--- config.mk ---
export PLATFORM = sky130hd
export DESIGN_NAME = avalon_dual_master_arbiter
export DESIGN_NICKNAME = d
export VERILOG_FILES = /design/src/rtl/avalon_dual_master_arbiter.sv
export SDC_FILE = /design/constraint.sdc
export NUM_CORES = 1
export LEC_CHECK = 0
export ABC_AREA = 1
export BUFFER_PORTS_ARGS = -buffer_cell sky130_fd_sc_hd__buf_2
export CAP_MARGIN = 25
export CORE_ASPECT_RATIO = 1.2
export CORE_MARGIN = 3
export CORE_UTILIZATION = 25
export CTS_CLUSTER_SIZE = 10
export DETAILED_ROUTE_END_ITERATION = 8
export PLACE_DENSITY = 0.73
export SYNTH_ARGS = -nofsm -noshare
export SYNTH_HDL_FRONTEND = slang
export SYNTH_SLANG_ARGS = --single-unit
--- constraint.sdc ---
create_clock -name clk_clk -period 2.4 [get_ports clk_clk]
set_input_delay 0.48 -clock clk_clk [delete_from_list [all_inputs] [get_ports clk_clk]]
set_output_delay 0.48 -clock clk_clk [all_outputs]
set_load 0.02 [all_outputs]
--- src/rtl/avalon_dual_master_arbiter.sv ---
// Two Avalon-MM masters sharing one slave; round-robin grant, lock, timeout.
// Ports: clk_clk, reset_reset_n, a_*/b_* master ports, s_* slave port,
//   grant_a/grant_b owner status, arb_timeout forced-release pulse.
module avalon_dual_master_arbiter #(
    parameter int ADDR_W  = 8,
    parameter int DATA_W  = 32,
    parameter int TIMEOUT = 255
) (
    input  logic              clk_clk,
    input  logic              reset_reset_n,
    input  logic              a_read,
    input  logic              a_write,
    input  logic              a_lock,
    input  logic [ADDR_W-1:0] a_address,
    input  logic [DATA_W-1:0] a_writedata,
    output logic [DATA_W-1:0] a_readdata,
    output logic              a_waitrequest,
    input  logic              b_read,
    input  logic              b_write,
    input  logic              b_lock,
    input  logic [ADDR_W-1:0] b_address,
    input  logic [DATA_W-1:0] b_writedata,
    output logic [DATA_W-1:0] b_readdata,
    output logic              b_waitrequest,
    output logic              s_read,
    output logic              s_write,
    output logic [ADDR_W-1:0] s_address,
    output logic [DATA_W-1:0] s_writedata,
    input  logic [DATA_W-1:0] s_readdata,
    input  logic              s_waitrequest,
    output logic              grant_a,
    output logic              grant_b,
    output logic              arb_timeout
);

    typedef enum logic [1:0] {
        IDLE  = 2'd0,
        GNT_A = 2'd1,
        GNT_B = 2'd2
    } state_t;

    localparam logic [7:0] TMO = 8'(TIMEOUT);

    state_t      state_q, state_d;
    logic        last_b_q, last_b_d;
    logic [7:0]  wait_q, wait_d;

    logic              req_a, req_b;
    logic              m_read, m_write, m_lock;
    logic [ADDR_W-1:0] m_addr;
    logic [DATA_W-1:0] m_wdata;
    logic              cmd, stall, done, tmo;

    assign req_a = a_read | a_write | a_lock;
    assign req_b = b_read | b_write | b_lock;

    // Signals of whichever master currently owns the slave.
    assign m_read  = (state_q == GNT_A) ? a_read      : b_read;
    assign m_write = (state_q == GNT_A) ? a_write     : b_write;
    assign m_lock  = (state_q == GNT_A) ? a_lock      : b_lock;
    assign m_addr  = (state_q == GNT_A) ? a_address   : b_address;
    assign m_wdata = (state_q == GNT_A) ? a_writedata : b_writedata;

    assign cmd   = (state_q != IDLE) & (m_read | m_write);
    assign stall = cmd & s_waitrequest;
    assign done  = cmd & ~s_waitrequest;
    assign tmo   = stall & (wait_q == TMO);

    always_ff @(posedge clk_clk or negedge reset_reset_n) begin
        if (!reset_reset_n) begin
            state_q  <= IDLE;
            last_b_q <= 1'b1;
            wait_q   <= 8'd0;
        end else begin
            state_q  <= state_d;
            last_b_q <= last_b_d;
            wait_q   <= wait_d;
        end
    end

    always_comb begin
        state_d       = state_q;
        last_b_d      = last_b_q;
        wait_d        = wait_q;
        s_read        = 1'b0;
        s_write       = 1'b0;
        s_address     = '0;
        s_writedata   = '0;
        a_readdata    = '0;
        b_readdata    = '0;
        a_waitrequest = 1'b1;
        b_waitrequest = 1'b1;
        grant_a       = 1'b0;
        grant_b       = 1'b0;
        arb_timeout   = 1'b0;

        unique case (state_q)
            IDLE: begin
                wait_d = 8'd0;
                // On contention the master that did not own last wins.
                if (req_a && (!req_b || last_b_q)) begin
                    state_d  = GNT_A;
                    last_b_d = 1'b0;
                end else if (req_b) begin
                    state_d  = GNT_B;
                    last_b_d = 1'b1;
                end
            end
            GNT_A, GNT_B: begin
                grant_a     = (state_q == GNT_A);
                grant_b     = (state_q == GNT_B);
                s_address   = m_addr;
                s_writedata = m_wdata;
                if (tmo) begin
                    // Forced release: drop the slave command, error data.
                    arb_timeout = 1'b1;
                    state_d     = IDLE;
                    wait_d      = 8'd0;
                    if (state_q == GNT_A) begin
                        a_readdata    = '1;
                        a_waitrequest = 1'b0;
                    end else begin
                        b_readdata    = '1;
                        b_waitrequest = 1'b0;
                    end
                end else begin
                    // Write wins when read and write are both high.
                    s_write = m_write;
                    s_read  = m_read & ~m_write;
                    if (state_q == GNT_A) begin
                        a_readdata    = s_readdata;
                        a_waitrequest = s_waitrequest;
                    end else begin
                        b_readdata    = s_readdata;
                        b_waitrequest = s_waitrequest;
                    end
                    if (done) begin
                        wait_d = 8'd0;
                        if (!m_lock) state_d = IDLE;
                    end else if (stall) begin
                        if (wait_q != TMO) wait_d = wait_q + 8'd1;
                    end else if (!m_lock) begin
                        state_d = IDLE;
                    end
                end
            end
            default: state_d = IDLE;
        endcase
    end

endmodule

==> results.md, run 1 <==
- Final Power: roughly 4.7 mW
- Synth cell count leaders: a21oi_1, inv_1, nand2_1
- Vias in the first global route: 2918
- Comb power frac: 90.2%
- Drt total wl: 12400 um
- Critical path endpoint category: primary output
- Sequential share of the synthesized area: around 15%
- Top cells by area, synth: a22o_1, a21oi_1, dfrtp_1
- Syn Inst Count: slightly below 300
- Synth unique cells: 30
- Data required, critical path: around 1900 ps
- Net Sw Frac: 57.9%
- Number of cells on the critical path: 8
- Post-route design area: just over 0.004 mm^2
- Max Slew Vio Count: 0
- Outcome: finished, violations left
- RSZ-0062 raised after global routing: yes
- Total global-route track usage: between 20% and 30%
- Endpoints failing setup: 26
- CTS Sinks: 11
- Setup crit end: b_readdata[31]
- Clock share of power: under 10%
- RR Endpoint: wait_q[0]$_DFFE_PN0P_
- Leak: ~2.3 nW
- Die width: 84.4 um
- P_int: 2.00 mW
- Initial DRC count: approximately 170
- WL per Instance: 20.0 um
- EDFF count, synth: 0
- Final hold violations: 0
- Initial antenna violation count: 5
- Peak per-stage delay on the critical path: approximately 420 ps
- Slew @ Worst Pin: 423 ps
- Worst path slowest cell: dfrtp_2
- Placed cell area: approximately 0.0031 mm^2
- Post-route worst setup slack: -126 ps
- Rel. slew slack: between 70% and 80%
- Max VDD drop: between 0.0008 and 0.0009 V
- Worst-path cell chain: inv_2 -> ha_4 -> inv_1 -> nor2_4 -> inv_1 -> buf_6 -> a21oi_1 -> buf_4
- Clock root buffer: clkbuf_8
- Syn nets: 418
- Routed vias: 3217
- Worst hold path type: input port to asynchronous set/reset pin
- Reg2reg path depth: 14
- Synth Register Bits: 11
- Psw: 2.75 mW
- Yosys top cell by area: a22o_1
- Mapped cell area: between 0.0015 and 0.002 mm^2
- CTS tree: yes
- Residual DRC count: 0
- Critical R2R Launch: state_q[1]$_DFFE_PN0P_
- Predominant post-synthesis flop cell: dfrtp_1
- Synth async-reset ratio: between 90% and 100%
- H-Tree Depth: 1
- Rows: 33
- RePlAce Congestion: between 0.9 and 1
- Hold slack: about 99 ps
- Fmax achieved: 0.396 GHz
- Core Region: about 0.0070 mm^2
- Ys Warns: 0
- Synth-to-Final Area Change: 121%
- Sequential share of power: ~5.7%
- Maximum number of pins on one net before global-route repair: 40
- Cts bufs inserted: 3
- Delay-heaviest family, CP: buffers and inverters
- Fillcell total: between 600 and 700
- Overflow after GRT: 0
- Failing checks: setup timing
- Chip height: ~100 um
- Dpl hpwl: a little under 8000 um
- Buffers plus inverters on the worst setup path: 5
- Top-area cell type share of the netlist area: between 10% and 20%
- CP Class: register to primary output
- CTS clock-pin slew for the worst setup and hold paths: approximately 60 ps
- First-pass GRT wire length: ~15000 um
- Clk buf depth: 2
- Mean Syn Cell Area: ~6.3 um^2
- Reg-to-reg slack, setup: ~550 ps
- Crit-path max FO: 32
- Final ANT Viol Nets: 0
- Max_cap viols: 0
- DR pass1 iterations: 4
- Crit path launch type: register
- Fraction of layout instances using a drive strength above 1: roughly 64%
- Nets: roughly 660
- Worst EP arrival: between 2000 and 2500 ps
- Initial Util: 26.3%
- Crit path top cell by count: inv_1
- Die area: between 0.008 and 0.009 mm^2
- Fin crit share: 105%
- I/O pin count: ~230
- Vias per cell: 5.17
- Power Density: 1170 mW/mm^2
- Min cycle time layout: approximately 2500 ps
- Port bufs: approximately 230
- Clock Latency Late Sink: ~250 ps
- Worst Setup SP: state_q[0]$_DFFE_PN0P_
- Clock Skew: around 7 ps
through the flow:
stage	TNS, ps	worst slack (ps)	std cells	utilization [%]
2_1_floorplan	0	0.916	292	-
3_3_place_gp	0	92.1	594	43.8
3_5_place_dp	-6.05	-6.05	594	43.8
4_1_cts	0	9.73	615	50.2
5_1_grt	-6520	-236	622	58.0
6_report	-688	-126	622	58.0
cells by family after synthesis:
kind of cell | Yosys count | synth area share (%)
AO/OA/AOI/OAI | 113 | 41.7
XOR/XNOR | 2 | 0.949
adder cells (fa/ha/maj) | 5 | 3.39
buffers and inverters | 79 | 18.8
flip-flops | 11 | 15.0
multiplexers | 1 | 0.542
AND/OR/NAND/NOR | 81 | 19.7
final cells by class:
cell class                 count  area (um^2)  area share (%)
antenna                        1         2.50          0.0615
tap                           87          109            2.67
timing repair buffer         261         1860            45.7
clock inverter                 1         5.00           0.123
clock buffer                   3         41.3            1.01
multi-input combinational    202         1560            38.3
sequential                    11          278            6.82
inverter                      56          215            5.29
metal layers:
metal	part of all wire, %	track usage (%)	vias up
li1	-	-	1478
met1	36	26.5	1502
met2	51	39.8	184
met3	8.8	8.21	45
met4	4.0	4.87	8
met5	0.35	0	-
timing repair:
action / CTS / global route
endpoints found under the setup margin: 107 / 90
cloned: 6 / 2
buffers inserted: 11 / 4
gates resized for setup: 53 / 122
pin swaps: 3 / 6
hold buffers: 0 / 0
sequential cells by signal (all words and copies together), names as in the netlist:
| name | count |
|---|---|
| wait_q | 8 |
| state_q | 2 |
| last_b_q | 1 |
worst min-delay path by stage:
| stage | start | endpoint | slack [ps] | cells past startpoint |
|---|---|---|---|---|
| after floorplan | reset_reset_n | state_q[0]$_DFFE_PN0P_ | 180 | 0 |
| after global placement | reset_reset_n | wait_q[2]$_DFFE_PN0P_ | 360 | 1 |
| after detailed placement | reset_reset_n | wait_q[2]$_DFFE_PN0P_ | 370 | 1 |
| after CTS | reset_reset_n | wait_q[2]$_DFFE_PN0P_ | 100 | 1 |
| after global routing | reset_reset_n | wait_q[2]$_DFFE_PN0P_ | 100 | 1 |
| final | reset_reset_n | wait_q[1]$_DFFE_PN0P_ | 100 | 1 |
cell usage in the layout, fill, tap and decap left out, types with 3 or more instances in the layout:
master	synthesis	layout
nand3_1	14	13
o21ai_0	3	3
buf_2	7	162
buf_16	0	5
nand2_2	2	5
ha_4	0	3
nand2_1	41	37
buf_6	5	26
a21oi_2	10	35
clkbuf_8	0	3
a22o_1	40	40
dfrtp_1	10	9
buf_4	1	61
a21oi_1	54	15
nor2_1	12	11
inv_2	2	4
inv_1	54	50
buf_12	0	4
nand4_1	4	4
a21oi_4	1	15
power by group through the flow:
stage                     Sequential [mW]  Combinational [mW]  Clock (mW)
final                               0.268                4.28       0.197
after global routing                0.271                4.50       0.209
after CTS                           0.262                3.71       0.198
after detailed placement            0.261                3.38           0
after global placement              0.257                3.38           0
after floorplan                     0.253                2.24           0
Power figures use the tool's default switching activity.
==> run 2, diff against run 1 <==
--- a/config.mk
+++ b/config.mk
@@ -5,7 +5,6 @@
 export SDC_FILE = /design/constraint.sdc
 export NUM_CORES = 1
 export LEC_CHECK = 0
-export ABC_AREA = 1
 export BUFFER_PORTS_ARGS = -buffer_cell sky130_fd_sc_hd__buf_2
 export CAP_MARGIN = 25
 export CORE_ASPECT_RATIO = 1.2
@@ -13,6 +12,7 @@
 export CORE_UTILIZATION = 25
 export CTS_CLUSTER_SIZE = 10
 export DETAILED_ROUTE_END_ITERATION = 8
+export HOLD_SLACK_MARGIN = 0.15
 export PLACE_DENSITY = 0.73
 export SYNTH_ARGS = -nofsm -noshare
 export SYNTH_HDL_FRONTEND = slang
==> results.md, run 2 <==
- Synth Register Bits: 11 (unchanged)
- RSZ-0062 raised after global routing: yes (unchanged)
- Fraction of layout instances using a drive strength above 1: 60.3% (was 63.7%)
- CTS Sinks: 11 (unchanged)
- DR pass1 iterations: 4 (unchanged)
- Synth cell count leaders: nor2_1, mux2i_1, clkbuf_1 (was a21oi_1, inv_1, nand2_1)
- Mapped cell area: 0.00187 mm^2 (was 0.00185 mm^2)
- Synth unique cells: 37 (was 30)
- Utilization after layout: 56.5% (was 58.0%)
- Residual DRC count: 0 (unchanged)
- Max Slew Vio Count: 0 (unchanged)
- Peak per-stage delay on the critical path: 410 ps (was 420 ps)
- Mean Syn Cell Area: 6.31 um^2 (was 6.32 um^2)
- Largest regs: wait_q (8), state_q (2), last_b_q (1) (unchanged)
- Maximum number of pins on one net before global-route repair: 34 (was 40)
- Inserted Diodes: 0 (was 1)
- Top-area cell type share of the netlist area: 27.3% (was 19.0%)
- Power Density: 1160 mW/mm^2 (was 1170 mW/mm^2)
- RePlAce Congestion: 0.925 (was 0.949)
- Worst-path cell chain: ha_4 -> o21bai_4 -> a2111oi_4 -> buf_6 -> buf_12 -> nor2_1 -> nor2_2 -> buf_4 (was inv_2 -> ha_4 -> inv_1 -> nor2_4 -> inv_1 -> buf_6 -> a21oi_1 -> buf_4)
- Initial antenna violation count: 2 (was 5)
- Syn nets: 423 (was 418)
- Rel. slew slack: 67.7% (was 71.8%)
- Outcome: finished, violations left (unchanged)
- Crit-path max FO: 18 (was 32)
- Syn Inst Count: 297 (was 292)
- H-Tree Depth: 1 (unchanged)
- Port bufs: 231 (unchanged)
- Synth-to-Final Area Change: 113% (was 121%)
- Vias in the first global route: 2882 (was 2918)
- Endpoints failing setup: 62 (was 26)
- Sequential share of the synthesized area: 14.8% (was 15.0%)
- Drt total wl: 9780 um (was 12400 um)
- Die width: 85.0 um (was 84.4 um)
- Routed vias: 3116 (was 3217)
- Vias per cell: 4.92 (was 5.17)
- Largest register FFs: 8 (unchanged)
- First-pass GRT wire length: 14000 um (was 15400 um)
- Data required, critical path: 1920 ps (about the same)
- Delay-heaviest family, CP: compound AO/OA/AOI/OAI gates (was buffers and inverters)
- Fin crit share: 103% (was 105%)
- Buffers plus inverters on the worst setup path: 3 (was 5)
- Post-route worst setup slack: -70.8 ps (was -126 ps)
- Max_cap viols: 0 (unchanged)
- Min cycle time layout: 2470 ps (was 2530 ps)
- Max VDD drop: 0.000940 V (was 0.000848 V)
- Predominant post-synthesis flop cell: dfrtp_1 (unchanged)
- CP Class: register to primary output (unchanged)
- CTS tree: yes (unchanged)
- Cell with the most instances after synthesis: nor2_1
- Top cells by area, synth: nor2_1, mux2i_1, dfrtp_1 (was a22o_1, a21oi_1, dfrtp_1)
- Ys Warns: 0 (unchanged)
- Clock Latency Late Sink: 240 ps (was 250 ps)
- Clock root buffer: clkbuf_8 (unchanged)
- Dpl hpwl: 7450 um (was 7760 um)
- Rows: 33 (unchanged)
- Synth async-reset ratio: 100% (unchanged)
- Yosys top cell by area: nor2_1 (was a22o_1)
- Total global-route track usage: 19.6% (was 22.6%)
- CTS clock-pin slew for the worst setup and hold paths: 60 ps (about the same)
- Final hold violations: 0 (unchanged)
- Core Region: 0.00706 mm^2 (was 0.00702 mm^2)
- WL per Instance: 15.5 um (was 20.0 um)
- Most common cell after layout, fill and taps aside: buf_2 (unchanged)
- Final Power: 4.62 mW (was 4.74 mW)
- Crit path launch type: register (unchanged)
- Final ANT Viol Nets: 0 (unchanged)
- Worst hold path type: register to register (was input port to asynchronous set/reset pin)
- Worst EP arrival: 1990 ps (was 2050 ps)
- Worst path slowest cell: dfrtp_1 (was dfrtp_2)
- Cts bufs inserted: 3 (unchanged)
- Die area: 0.00857 mm^2 (was 0.00845 mm^2)
- Failing checks: setup timing (unchanged)
- Initial Util: 26.5% (was 26.3%)
- Initial DRC count: 84 (was 174)
- Fillcell total: 629 (was 609)
- Overflow after GRT: 0 (unchanged)
- Fmax achieved: 0.405 GHz (was 0.396 GHz)
- Nets: 673 (was 661)
- Critical path endpoint category: primary output (unchanged)
- Clk buf depth: 2 (unchanged)
- Most frequent cells in the layout: buf_2, nor2_1, buf_4, mux2i_1, nor2_2 (was buf_2, buf_4, inv_1, a22o_1, nand2_1)
- Slew @ Worst Pin: 480 ps (was 423 ps)
- I/O pin count: 232 (unchanged)
- Leak: 2.04 nW (was 2.30 nW)
- Clock Skew: 6.55 ps (was 7.21 ps)
- Chip height: 101 um (was 100 um)
- EDFF count, synth: 0 (unchanged)
- Top reg by flops: wait_q (unchanged)
## run 2: cell types whose count changed in the layout (fill, tap and decap cells not counted), sizes merged, moves of 3 or more
cell,before,now
a21oi,65,0
nand2,43,9
inv,56,5
o21ai,5,8
o211ai,0,5
nand2b,0,4
a22oi,0,5
nand3,14,7
nor3,1,7
buf,258,263
a22o,40,1
or3,0,8
nor2,14,136
mux2i,1,42
## run 2: what timing repair did
item,CTS,global route
hold buffers,1,0
endpoints found under the setup margin,109,111
hold endpoints to repair,10,0
gates resized for setup,84,37
pin swaps,1,6
setup buffers,2,7
cloned,1,3
## run 2: power by group
group	switching (mW)	internal, mW
logic	2.41	1.78
registers	0.0272	0.225
clock network	0.0735	0.114
## run 2: cells by family after synthesis
kind of cell             synth area share, %
buffers and inverters                   6.35
multiplexers                            23.0
AND/OR/NAND/NOR                         40.5
adder cells (fa/ha/maj)                 3.34
flip-flops                              14.8
AO/OA/AOI/OAI                           12.0
## run 2: final timing paths
check                                  startpoint                     to  slack, ps  depth (start not counted)
max                        state_q[0]$_DFFE_PN0P_         b_readdata[30]        -70                          8
min                          last_b_q$_DFFE_PN1P_   last_b_q$_DFFE_PN1P_        510                          2
max reg2reg                state_q[0]$_DFFE_PN0P_  wait_q[3]$_DFFE_PN0P_         30                          8
min reg2reg                  last_b_q$_DFFE_PN1P_   last_b_q$_DFFE_PN1P_        510                          2
max in group asynchronous           reset_reset_n   last_b_q$_DFFE_PN1P_       1490                          2
min in group asynchronous           reset_reset_n  wait_q[7]$_DFFE_PN0P_        640                          2
## run 2: worst reg2reg max path, stage by stage, from the launching register on
cell	delay, ps
dfrtp_1	410
ha_4	180
buf_4	130
buf_6	130
buf_16	140
nor3b_4	160
or3_4	390
or4_4	450
o311ai_4	290
## run 2: layout make-up
cell class | instances | area (um^2) | area share (%)
inverters | 6 | 25.0 | 0.627
well taps | 87 | 109 | 2.73
clock inverters | 1 | 5.00 | 0.125
flip-flops and latches | 11 | 277 | 6.93
multi-input cells | 258 | 1700 | 42.6
clock buffers | 3 | 41.3 | 1.03
repair buffers | 267 | 1830 | 46.0
## run 2: metal layers
| layer | wire [um] | up-vias | global-route usage, % | share of wire [%] |
|---|---|---|---|---|
| li1 | - | 1509 | - | - |
| met1 | 3580 | 1418 | 24.0 | 37 |
| met2 | 5060 | 166 | 34.7 | 52 |
| met3 | 935 | 19 | 5.56 | 9.6 |
| met4 | 179 | 4 | 3.05 | 1.8 |
| met5 | 27 | - | 0 | 0.28 |
## run 2: stage by stage
step           cell area (um^2)  hold slack [ps]  TNS (ps)  std cells  worst slack, ps
5_1_grt                    3990              559     -8480        633             -192
6_report                   3990              510     -1870        633            -70.8
2_1_floorplan              1970              184         0        297             22.6
3_3_place_gp               3370              366         0        615             78.2
4_1_cts                    3720              517     -1850        623            -59.6
3_5_place_dp               3370              369         0        615             50.4
==> run 3, diff against run 2 <==
--- a/config.mk
+++ b/config.mk
@@ -12,7 +12,6 @@
 export CORE_UTILIZATION = 25
 export CTS_CLUSTER_SIZE = 10
 export DETAILED_ROUTE_END_ITERATION = 8
-export HOLD_SLACK_MARGIN = 0.15
 export PLACE_DENSITY = 0.73
 export SYNTH_ARGS = -nofsm -noshare
 export SYNTH_HDL_FRONTEND = slang
==> constraint.sdc (replaced) <==
create_clock -name clk_clk -period 2.8 [get_ports clk_clk]
set_input_delay 0.56 -clock clk_clk [delete_from_list [all_inputs] [get_ports clk_clk]]
set_output_delay 0.56 -clock clk_clk [all_outputs]
set_load 0.02 [all_outputs]
==> results.md, run 3 (same netlist as run 2, synthesis figures left out) <==
- Top reg by flops: wait_q (unchanged)
- Die area: 0.00857 mm^2 (unchanged)
- CTS tree: yes (unchanged)
- Initial antenna violation count: 0 (was 2)
- Clock Latency Late Sink: 250 ps (was 240 ps)
- Cts bufs inserted: 3 (unchanged)
- Critical path endpoint category: primary output (unchanged)
- RePlAce Congestion: 0.838 (was 0.925)
- Met2 Use GR: 31.9% (was 34.7%)
- CP Class: register to primary output (unchanged)
- Crit-path max FO: 8 (was 18)
- Port bufs: 231 (unchanged)
- Nets: 656 (was 673)
- Fillcell total: 740 (was 629)
- Crit path launch type: register (unchanged)
- Routed vias: 2973 (was 3116)
- Fmax achieved: 0.367 GHz
- Synth-to-Final Area Change: 79.1% (was 113%)
- Final hold violations: 0 (unchanged)
- Initial DRC count: 188 (was 84)
- Reg-to-reg slack, setup: 400 ps (was 30 ps)
- Reg2reg path depth: 7 (was 8)
- Max_cap viols: 0 (unchanged)
- Largest regs: wait_q (8), state_q (2), last_b_q (1) (unchanged)
- I/O pin count: 232 (unchanged)
- Data required, critical path: 2240 ps (was 1920 ps)
- Clk buf depth: 2 (unchanged)
- Core Region: 0.00706 mm^2 (unchanged)
- Dpl cells: 604 (was 615)
- Dpl ws: 177 ps (was 50.4 ps)
- H-Tree Depth: 1 (unchanged)
- Fin crit share: between 90% and 100%
- CTS Sinks: 11 (unchanged)
- Leak: 1.88 nW (was 2.04 nW)
- Drt total wl: 9210 um (was 9780 um)
- Die width: 85.0 um (unchanged)
- Chip height: 101 um (unchanged)
- Slew @ Worst Pin: 509 ps (was 480 ps)
- CTS clock-pin slew for the worst setup and hold paths: 50 ps (was 60 ps)
- Final ANT Viol Nets: 0 (unchanged)
- Rel. slew slack: 65.6% (was 67.7%)
- Rows: 33 (unchanged)
- Inserted Diodes: 0 (unchanged)
- Clock Skew: 2.15 ps (was 6.55 ps)
- Total global-route track usage: 19.0% (was 19.6%)
- Utilization after layout: 47.5% (was 56.5%)
- DR pass1 iterations: 4 (unchanged)
- Maximum number of pins on one net before global-route repair: 34 (unchanged)
- Overflow after GRT: 0 (unchanged)
- Max VDD drop: 0.000632 V (was 0.000940 V)
- Worst path slowest cell: a2111oi_4 (was dfrtp_1)
- Post-Layout Cell Count: 616 (was 633)
- Largest register FFs: 8 (unchanged)
- Worst hold path type: input port to asynchronous set/reset pin (was register to register)
- Fraction of layout instances using a drive strength above 1: 50.1% (was 60.3%)
- Dpl hpwl: 7710 um (was 7450 um)
- Worst EP arrival: 2170 ps (was 1990 ps)
- Crit path top cell by count: nor2_1
- Met1 Use GR: 25.1% (was 24.0%)
- Min cycle time layout: between 2000 and 3000 ps
- Hold slack: 180 ps (was 510 ps)
- Power Density: 987 mW/mm^2 (was 1160 mW/mm^2)
- Cts hold-fix bufs: 0 (was 1)
- Most frequent cells in the layout: buf_2, nor2_1, mux2i_1, buf_4 (was buf_2, nor2_1, buf_4, mux2i_1, nor2_2)
- Post-route worst setup slack: 74.2 ps (was -70.8 ps)
- Worst-path cell chain: inv_2 -> ha_4 -> o21bai_4 -> a2111oi_4 -> buf_4 -> buf_12 -> nor2_1 -> nor2_1 -> buf_2 (was ha_4 -> o21bai_4 -> a2111oi_4 -> buf_6 -> buf_12 -> nor2_1 -> nor2_2 -> buf_4)
- Residual DRC count: 0 (unchanged)
- Initial Util: 26.5% (unchanged)
- GRT met3 Usage: 2.21% (was 5.56%)
- Outcome: complete, no violations (was finished, violations left)
- Endpoints failing setup: 0 (was 62)
- First-pass GRT wire length: 13200 um (was 14000 um)
- Vias in the first global route: 2661 (was 2882)
- Max Slew Vio Count: 0 (unchanged)
- GR peak layer: met2 (unchanged)
- Clock root buffer: clkbuf_8 (unchanged)
- WL per Instance: 14.9 um (was 15.5 um)
- Peak per-stage delay on the critical path: 390 ps (was 410 ps)
- Vias per cell: 4.83 (was 4.92)
- Most common cell after layout, fill and taps aside: buf_2 (unchanged)
- Final Power: 3.31 mW (was 4.62 mW)
-- run 3: cell type report --
cell class	count	area [um^2]	share of cell area (%)
Sequential cell	11	278	8.28
Inverter	6	23.8	0.709
Multi-Input combinational cell	258	1520	45.4
Tap cell	87	109	3.25
Timing Repair Buffer	250	1380	41.1
Clock buffer	4	45.0	1.34
-- run 3: through the flow --
step,area (um^2),TNS [ps]
floorplan,1870,0
global placement,3160,0
detailed placement,3160,0
CTS,3270,0
global route,3350,-0.295
finish,3350,0
-- run 3: per-layer routing --
layer,vias up,wire length (um)
met3,11,983
li1,1473,-
met1,1307,3720
met4,0,153
met5,-,0
met2,182,4350
-- run 3: timing repair --
action	in CTS	in global routing
endpoints found under the hold margin	0	0
endpoints found under the setup margin	82	86
resized for setup	5	9
pin swaps	1	3
setup buffers	2	4
gates cloned	1	1
-- run 3: final timing paths --
check                                  startpoint                    end
hold / removal                      reset_reset_n  wait_q[2]$_DFFE_PN0P_
setup / recovery           state_q[1]$_DFFE_PN0P_         b_readdata[28]
setup reg to reg           state_q[1]$_DFFE_PN0P_  wait_q[3]$_DFFE_PN0P_
max in group asynchronous           reset_reset_n   last_b_q$_DFFE_PN1P_
min in group clk_clk         last_b_q$_DFFE_PN1P_   last_b_q$_DFFE_PN1P_
hold reg to reg              last_b_q$_DFFE_PN1P_   last_b_q$_DFFE_PN1P_
-- run 3: power breakdown --
group          switching (mW)  internal, mW  leakage, nW  total, mW
Sequential             0.0280         0.195        0.146      0.223
Clock                  0.0621         0.100       0.0228      0.162
Combinational            1.91          1.01         1.71       2.93
-- run 3: worst max-delay path, delay by kind of cell, from the launching register on --
family	cells	cell delay (ps)
AND/OR/NAND/NOR	2	180
flip-flops	1	380
AO/OA/AOI/OAI	2	570
buffers and inverters	4	610
adder cells (fa/ha/maj)	1	180
